File: src/rtl/popcount_frame_accum.sv
// Per-word popcount summed over a frame (in_last or FRAME_LEN words), result on valid/ready.
// Latency: total visible the cycle after the closing word is accepted.
// Backpressure: while a result waits, in_ready follows out_ready so no word slips in behind a stalled result.

module vector_sum #(
  parameter int W     = 10,
  parameter int OUT_W = $clog2(W+1)
) (
  input  logic [W-1:0]     vec,
  output logic [OUT_W-1:0] sum
);
  always_comb begin
    sum = '0;
    for (int i = 0; i < W; i++) begin
      sum = sum + OUT_W'(vec[i]);
    end
  end
endmodule

module popcount_frame_accum #(
  parameter int DATA_W    = 10,
  parameter int FRAME_LEN = 16,
  parameter int POS_W     = $clog2(DATA_W+1),
  parameter int CNT_W     = $clog2(FRAME_LEN+1),
  parameter int ACC_W     = $clog2(DATA_W*FRAME_LEN+1)
) (
  input  logic              clk,
  input  logic              rst_n,
  input  logic [DATA_W-1:0] in_data,
  input  logic              in_valid,
  input  logic              in_last,
  output logic              in_ready,
  output logic [ACC_W-1:0]  out_sum,
  output logic [CNT_W-1:0]  out_count,
  output logic              out_valid,
  input  logic              out_ready
);
  typedef enum logic {ACCUM, HOLD} state_t;

  state_t            state_q, state_d;
  logic [ACC_W-1:0]  acc_q, acc_d;
  logic [CNT_W-1:0]  cnt_q, cnt_d;
  logic [ACC_W-1:0]  out_sum_d;
  logic [CNT_W-1:0]  out_count_d;
  logic [POS_W-1:0]  pop;
  logic              accept;
  logic              close;
  logic [ACC_W-1:0]  acc_plus_pop;
  logic [CNT_W-1:0]  cnt_plus_one;

  vector_sum #(.W(DATA_W), .OUT_W(POS_W)) u_vector_sum (
    .vec (in_data),
    .sum (pop)
  );

  assign in_ready     = (state_q == ACCUM) ? 1'b1 : out_ready;
  assign accept       = in_valid && in_ready;
  assign close        = accept && (in_last || (cnt_q == CNT_W'(FRAME_LEN-1)));
  assign acc_plus_pop = acc_q + ACC_W'(pop);
  assign cnt_plus_one = cnt_q + CNT_W'(1);
  assign out_valid    = (state_q == HOLD);

  // acc_q/cnt_q are always zero in HOLD, so a word accepted there starts a fresh frame through the same adders.
  always_comb begin
    state_d     = state_q;
    acc_d       = acc_q;
    cnt_d       = cnt_q;
    out_sum_d   = out_sum;
    out_count_d = out_count;
    case (state_q)
      ACCUM: begin
        if (close) begin
          out_sum_d   = acc_plus_pop;
          out_count_d = cnt_plus_one;
          acc_d       = '0;
          cnt_d       = '0;
          state_d     = HOLD;
        end else if (accept) begin
          acc_d = acc_plus_pop;
          cnt_d = cnt_plus_one;
        end
      end
      HOLD: begin
        if (close) begin
          out_sum_d   = acc_plus_pop;
          out_count_d = cnt_plus_one;
          acc_d       = '0;
          cnt_d       = '0;
        end else if (accept) begin
          acc_d   = acc_plus_pop;
          cnt_d   = cnt_plus_one;
          state_d = ACCUM;
        end else if (out_ready) begin
          state_d = ACCUM;
        end
      end
      default: state_d = ACCUM;
    endcase
  end

  always_ff @(posedge clk or negedge rst_n) begin
    if (!rst_n) begin
      state_q   <= ACCUM;
      acc_q     <= '0;
      cnt_q     <= '0;
      out_sum   <= '0;
      out_count <= '0;
    end else begin
      state_q   <= state_d;
      acc_q     <= acc_d;
      cnt_q     <= cnt_d;
      out_sum   <= out_sum_d;
      out_count <= out_count_d;
    end
  end
endmodule

File: config.mk
export PLATFORM = sky130hd
export DESIGN_NAME = popcount_frame_accum
export DESIGN_NICKNAME = d
export VERILOG_FILES = /design/src/rtl/popcount_frame_accum.sv
export SDC_FILE = /design/constraint.sdc
export NUM_CORES = 1
export LEC_CHECK = 0
export ABC_AREA = 1
export CAP_MARGIN = 0
export CORE_MARGIN = 10
export CORE_UTILIZATION = 45
export DETAILED_ROUTE_END_ITERATION = 10
export GPL_TIMING_DRIVEN = 0
export PLACE_DENSITY = 0.7
export SETUP_SLACK_MARGIN = 0.4
export SKIP_CTS_REPAIR_TIMING = 1
export SLEW_MARGIN = 20
export SYNTH_ARGS = -nofsm -noshare
export SYNTH_HDL_FRONTEND = slang
export SYNTH_SLANG_ARGS = --single-unit
File: constraint.sdc
create_clock -name clk -period 2.1 [get_ports clk]
set_clock_uncertainty 0.05 [all_clocks]
set_input_delay 0.63 -clock clk [delete_from_list [all_inputs] [get_ports clk]]
set_output_delay 0.63 -clock clk [all_outputs]
set_load 0.02 [all_outputs]
# [After elaboration in Yosys (flattened, before gate mapping)]
# Index checks and enable logic that the tools add are counted.
[totals] inputBits=15 regBits=27
[classes] n_eq_ne=1 add_sub_neg=11 bitwise=1 n_mux=12 reduce_logical=4
[ops] cell="adder 4 x 1 -> 4 bit" count=8
[ops] cell="two-way mux 8 bit" count=3
[ops] cell="two-way mux 5 bit" count=3
[ops] cell="adder 8 x 4 -> 8 bit" count=1
[ops] cell="adder 5 x 1 -> 5 bit (second input constant)" count=1
[ops] cell="equality test 5 x 4 -> 1 bit (second input constant)" count=1
[ops] cell="two-way mux 1 bit" count=5
[ops] cell="adder 1 x 1 -> 2 bit" count=1
[ops] cell="logical AND 1 bit" count=2
[ops] cell="case mux 1 bit (2 select lines)" count=1
[ops] cell="nonzero test 2 bit" count=1
[ops] cell="logical OR 1 bit" count=1
[ops] cell="NOT 1 bit" count=1

# [Depth between registers and ports, before layout]
[logic_depth] word_depth=12 ltp_mapped=18 ltp_nobuf=18

# [Modules after synthesis]
# From an unflattened synthesis, not the netlist that was laid out.
[hier_totals] hier_cells=184 area_unflattened_um2=1640.3
[by_module_without_submodules] mod="popcount_frame_accum" cells_per_inst=151 area_per_inst_um2=1395.1 n_inst=1
[by_module_without_submodules] mod="vector_sum" cells_per_inst=33 area_per_inst_um2=245.2 n_inst=1

# [Least setup slack after synthesis]
# Ideal clock, no wire load.
[synth_timing] path_kind="input -> register" from="input port in_data[0]" to="register acc_q[3]" path_stages=14 arrival_time_ns=4.205 path_slack_ns=-2.272 path_buffers=0 path_cell_list="ha_1 -> inv_1 -> fa_1 -> fa_1 -> fa_1 -> fa_1 -> fa_1 -> xor2_1 -> ha_1 -> nand3_1 -> nand3_1 -> or2_2 -> nand3_1 -> nand2_1"
[synth_between] elab_chain_cells=12
[synth_rtl] item="start: declaration" line_no="29" source="input logic [DATA_W-1:0] in_data,"
[synth_rtl] item="adder 1 x 1 -> 2 bit" line_no="15" source="sum = sum + OUT_W'(vec[i]);"
[synth_rtl] item="adder 4 x 1 -> 4 bit (8 in a row)" line_no="15"
[synth_rtl] item="adder 8 x 4 -> 8 bit" line_no="59" source="assign acc_plus_pop = acc_q + ACC_W'(pop);"
[synth_rtl] item="two-way mux 8 bit" line_no="78, 89"
[synth_rtl] item="two-way mux 8 bit" line_no="72, 84"
[synth_rtl] item="end signal: assignment" line_no="104" source="acc_q <= '0;"
[synth_rtl] item="end signal: assignment" line_no="110" source="acc_q <= acc_d;"
[synth_rtl] item="end: declaration" line_no="41" source="logic [ACC_W-1:0] acc_q, acc_d;"
# Every way passes these cells. The select of a mux whose other input is x is not followed.
# A chain may end at the register's enable or synchronous reset.

# [Worst setup path after layout]
[layout_timing] from="input port in_data[1]" to="register acc_q[5]"
# The elaborated chain is that of the path after synthesis.

==> results.sh <==
export IMPL_clk_pin_slew_ns=0.16
export IMPL_critPathKind="in -> reg"
export IMPL_cts_sinks=27
export IMPL_synth_edf_count=0
export IMPL_slew_limit_headroom_pct=59.0
export IMPL_status="finished, violations left"
export IMPL_gp_congestion=0.813
export IMPL_fin_ws_ns=-1.97
export IMPL_vdd_drop_max_mv=0.576
export IMPL_final_cells=268
export IMPL_rsz0062_at_grt="yes"
export IMPL_nFillCells=282
export IMPL_drive_above_1_share_pct=26.1
export IMPL_crit_top_cell="fa_1"
export IMPL_tritoncts="done"
export IMPL_ys_seq_elements=27
export IMPL_p_leak_nw=1.35
export IMPL_pre_cts_slack_ns=-2.82
export IMPL_slowest_stage="fa_1"
export IMPL_grt_pass1_vias=1346
export IMPL_postSynth_asyncResetShare_pct=100
export IMPL_net_switching_power_w=0.000821
export IMPL_period_share_pct=194
export IMPL_p_int_w=0.00117
export IMPL_synthToLayoutAreaGrowth_pct=38.3
export IMPL_synth_warnings=0
export IMPL_endpoint_kind="flip-flop"
export IMPL_track_usage_pct=11.3
export IMPL_finish_utilization_pct=65.3
export IMPL_p_seq_share_pct=36.2
export IMPL_hold_viol=0
export IMPL_critPathArrivalTime_ns=4.27
export IMPL_std_cell_rows=21
export IMPL_numCtsBuffers=3
export IMPL_postRouteAntennaNets=0
export IMPL_synth_cell_types=25
export IMPL_die_width_um=79.7
export IMPL_syn_area_um2=1600
export IMPL_antennaDiodeCount=0
export IMPL_p_comb_share_pct=51.7
export IMPL_cap_violations=0
export IMPL_cp_top_family="adder cells"
export IMPL_yosysSeqAreaShare_pct=42.2
export IMPL_synth_flop_cell="dfrtp_1"
export IMPL_slowest_delay_ns=0.52
export IMPL_fin_crit_ns=4.07
export IMPL_fmax_mhz=246
export IMPL_grt_max_degree=28
export IMPL_synthCells=181
export IMPL_synth_top_area_share_pct=42.2
export IMPL_setup_viol=16
export IMPL_syn_nets=214
export IMPL_pwr_share_clk_pct=12.1
export IMPL_crit_path_cell_trace="buf_6 -> ha_4 -> inv_2 -> fa_1 -> fa_1 -> fa_1 -> fa_2 -> fa_2 -> xor2_1 -> ha_1 -> nand2_2 -> nand3_4 -> nand2_2 -> nand3b_1 -> nand3_2 -> nand2_1"
export IMPL_hold_path_class="in -> async"
export IMPL_rrSetupSlack_ns=0.43
export IMPL_path_buf_inv=2
export IMPL_synth_common_cells="59 x nand2_1, 28 x inv_1, 27 x dfrtp_1"
export IMPL_grt_antenna_before_repair=0
export IMPL_ys_top_cells_by_area="dfrtp_1 42%, nand2_1 14%, fa_1 8.8%"
export IMPL_grt_overflow_total=0
export IMPL_pin_count=30
export IMPL_drc=0
export IMPL_drt_total_wl_um=3750
export IMPL_clk_latency_ns=0.34
export IMPL_synth_area_leader_cell="dfrtp_1"
export IMPL_startpoint_type="input pin"
export IMPL_cts_root_buf="clkbuf_4"
export IMPL_switching_share_pct=41.3
export IMPL_nNetsFinal=256
export IMPL_tightest_slew_ns=0.615
export IMPL_yosys_cell_count_top_type="nand2_1"
export IMPL_whs_ns=0.223
export IMPL_slew_violations=0
export IMPL_hpwlAfterDp_um=2630
export IMPL_cellPowerDensity_nw_per_um2=898
export IMPL_dieArea_um2=6340
export IMPL_htree_levels=1
export IMPL_vias=1318
export IMPL_wl_per_cell_um=14.0
export IMPL_grt_pass1_wl_um=5840
export IMPL_io_buffers=29
export IMPL_syn_avg_cell_area_um2=8.85
export IMPL_post_drt_via_cell_ratio=4.92
export IMPL_start_util_pct=47.2
export IMPL_die_y_um=79.7
export IMPL_dp_cells=256
export IMPL_violations="negative setup slack"
export IMPL_coreArea_um2=3390
export IMPL_clockBufferDepth=2
export IMPL_crit_fanout=4
export IMPL_critical_path_required_ns=2.29
export IMPL_drtPass1Iterations=4
export IMPL_dr_first_iter_drc_count=102
per-stage QoR:
step                      power (W)  area [um2]  TNS, ns
after floorplan             0.00132        1640   -31.74
after global placement      0.00158        1990   -41.19
after detailed placement    0.00162        1980   -42.27
after CTS                   0.00186        2010   -36.35
after global routing        0.00215        2210   -29.67
final                       0.00199        2210   -28.21
flip-flops by register name (all words and copies together) (netlist names):
signal	flops
acc_q	8
out_sum	8
cnt_q	5
out_valid	1
out_count	5
layout by cell type, fill, tap and decap left out, drive strengths merged:
cell type	count
nand3	12
fa	7
o21ai	11
dfrtp	27
inv	31
o21bai	1
clkdlybuf4s50	8
nand4	1
nand2	62
o22ai	1
a21oi	2
clkbuf	5
or2	1
ha	11
xor2	5
nand3b	1
nor2	4
clkinvlp	1
a22o	2
dlymetal6s2s	16
buf	13
layout make-up:
type	instances	area, um2	share of cell area, %
clock buffers	3	22.5	1.02
repair buffers	37	402	18.1
clock inverters	1	7.51	0.339
plain buffers	2	20.0	0.904
inverters	31	131	5.93
flip-flops and latches	27	676	30.5
well taps	46	57.6	2.60
multi-input cells	121	898	40.6
cells by family after synthesis:
kind of cell | after synthesis | share of synthesized area (%)
AOI/OAI and AO/OA | 17 | 6.25
xor gates and xnor gates | 5 | 2.73
adders and majority gates | 18 | 17.3
buffers and inverters | 33 | 8.44
DFF | 27 | 42.2
and+or+nand+nor | 81 | 23.0
power by group through the flow:
stage	sequential (W)	clock [W]	combinational [W]
2_1_floorplan	0.000793	0	0.000527
3_3_place_gp	0.000721	0	0.000856
3_5_place_dp	0.000729	0	0.000889
4_1_cts	0.000718	0.000248	0.000894
5_1_grt	0.000735	0.000266	0.00115
6_report	0.000720	0.000241	0.00103
final timing paths:
path                                    to        from  cells past startpoint
worst max-delay path              acc_q[5]  in_data[1]                     16
worst min-delay path              acc_q[1]       rst_n                      1
worst max register to register  out_sum[6]    cnt_q[0]                      9
worst min register to register  out_sum[5]  out_sum[5]                      2
max in group asynchronous       out_sum[6]       rst_n                      1
min in group clk                out_sum[5]  out_sum[5]                      2
worst register-to-register path, cell delays in order, from the launching register on:
cell and delay, ns:
dfrtp_1 0.44, ha_2 0.20, nand2_1 0.09, nor2_2 0.04, ha_2 0.19, nor2_4 0.18
nor2_8 0.06, buf_4 0.17, nand3_1 0.09, nand2_1 0.05
layer usage:
metal  global-route usage, %  up-vias  share of wire (%)
li1                        -      640                  -
met1                    12.5      651                 37
met2                    20.6       25                 57
met3                    3.38        2                4.9
met4                    2.69        0               0.37
met5                       0        -                  0
(Power assumes the default switching activity.)
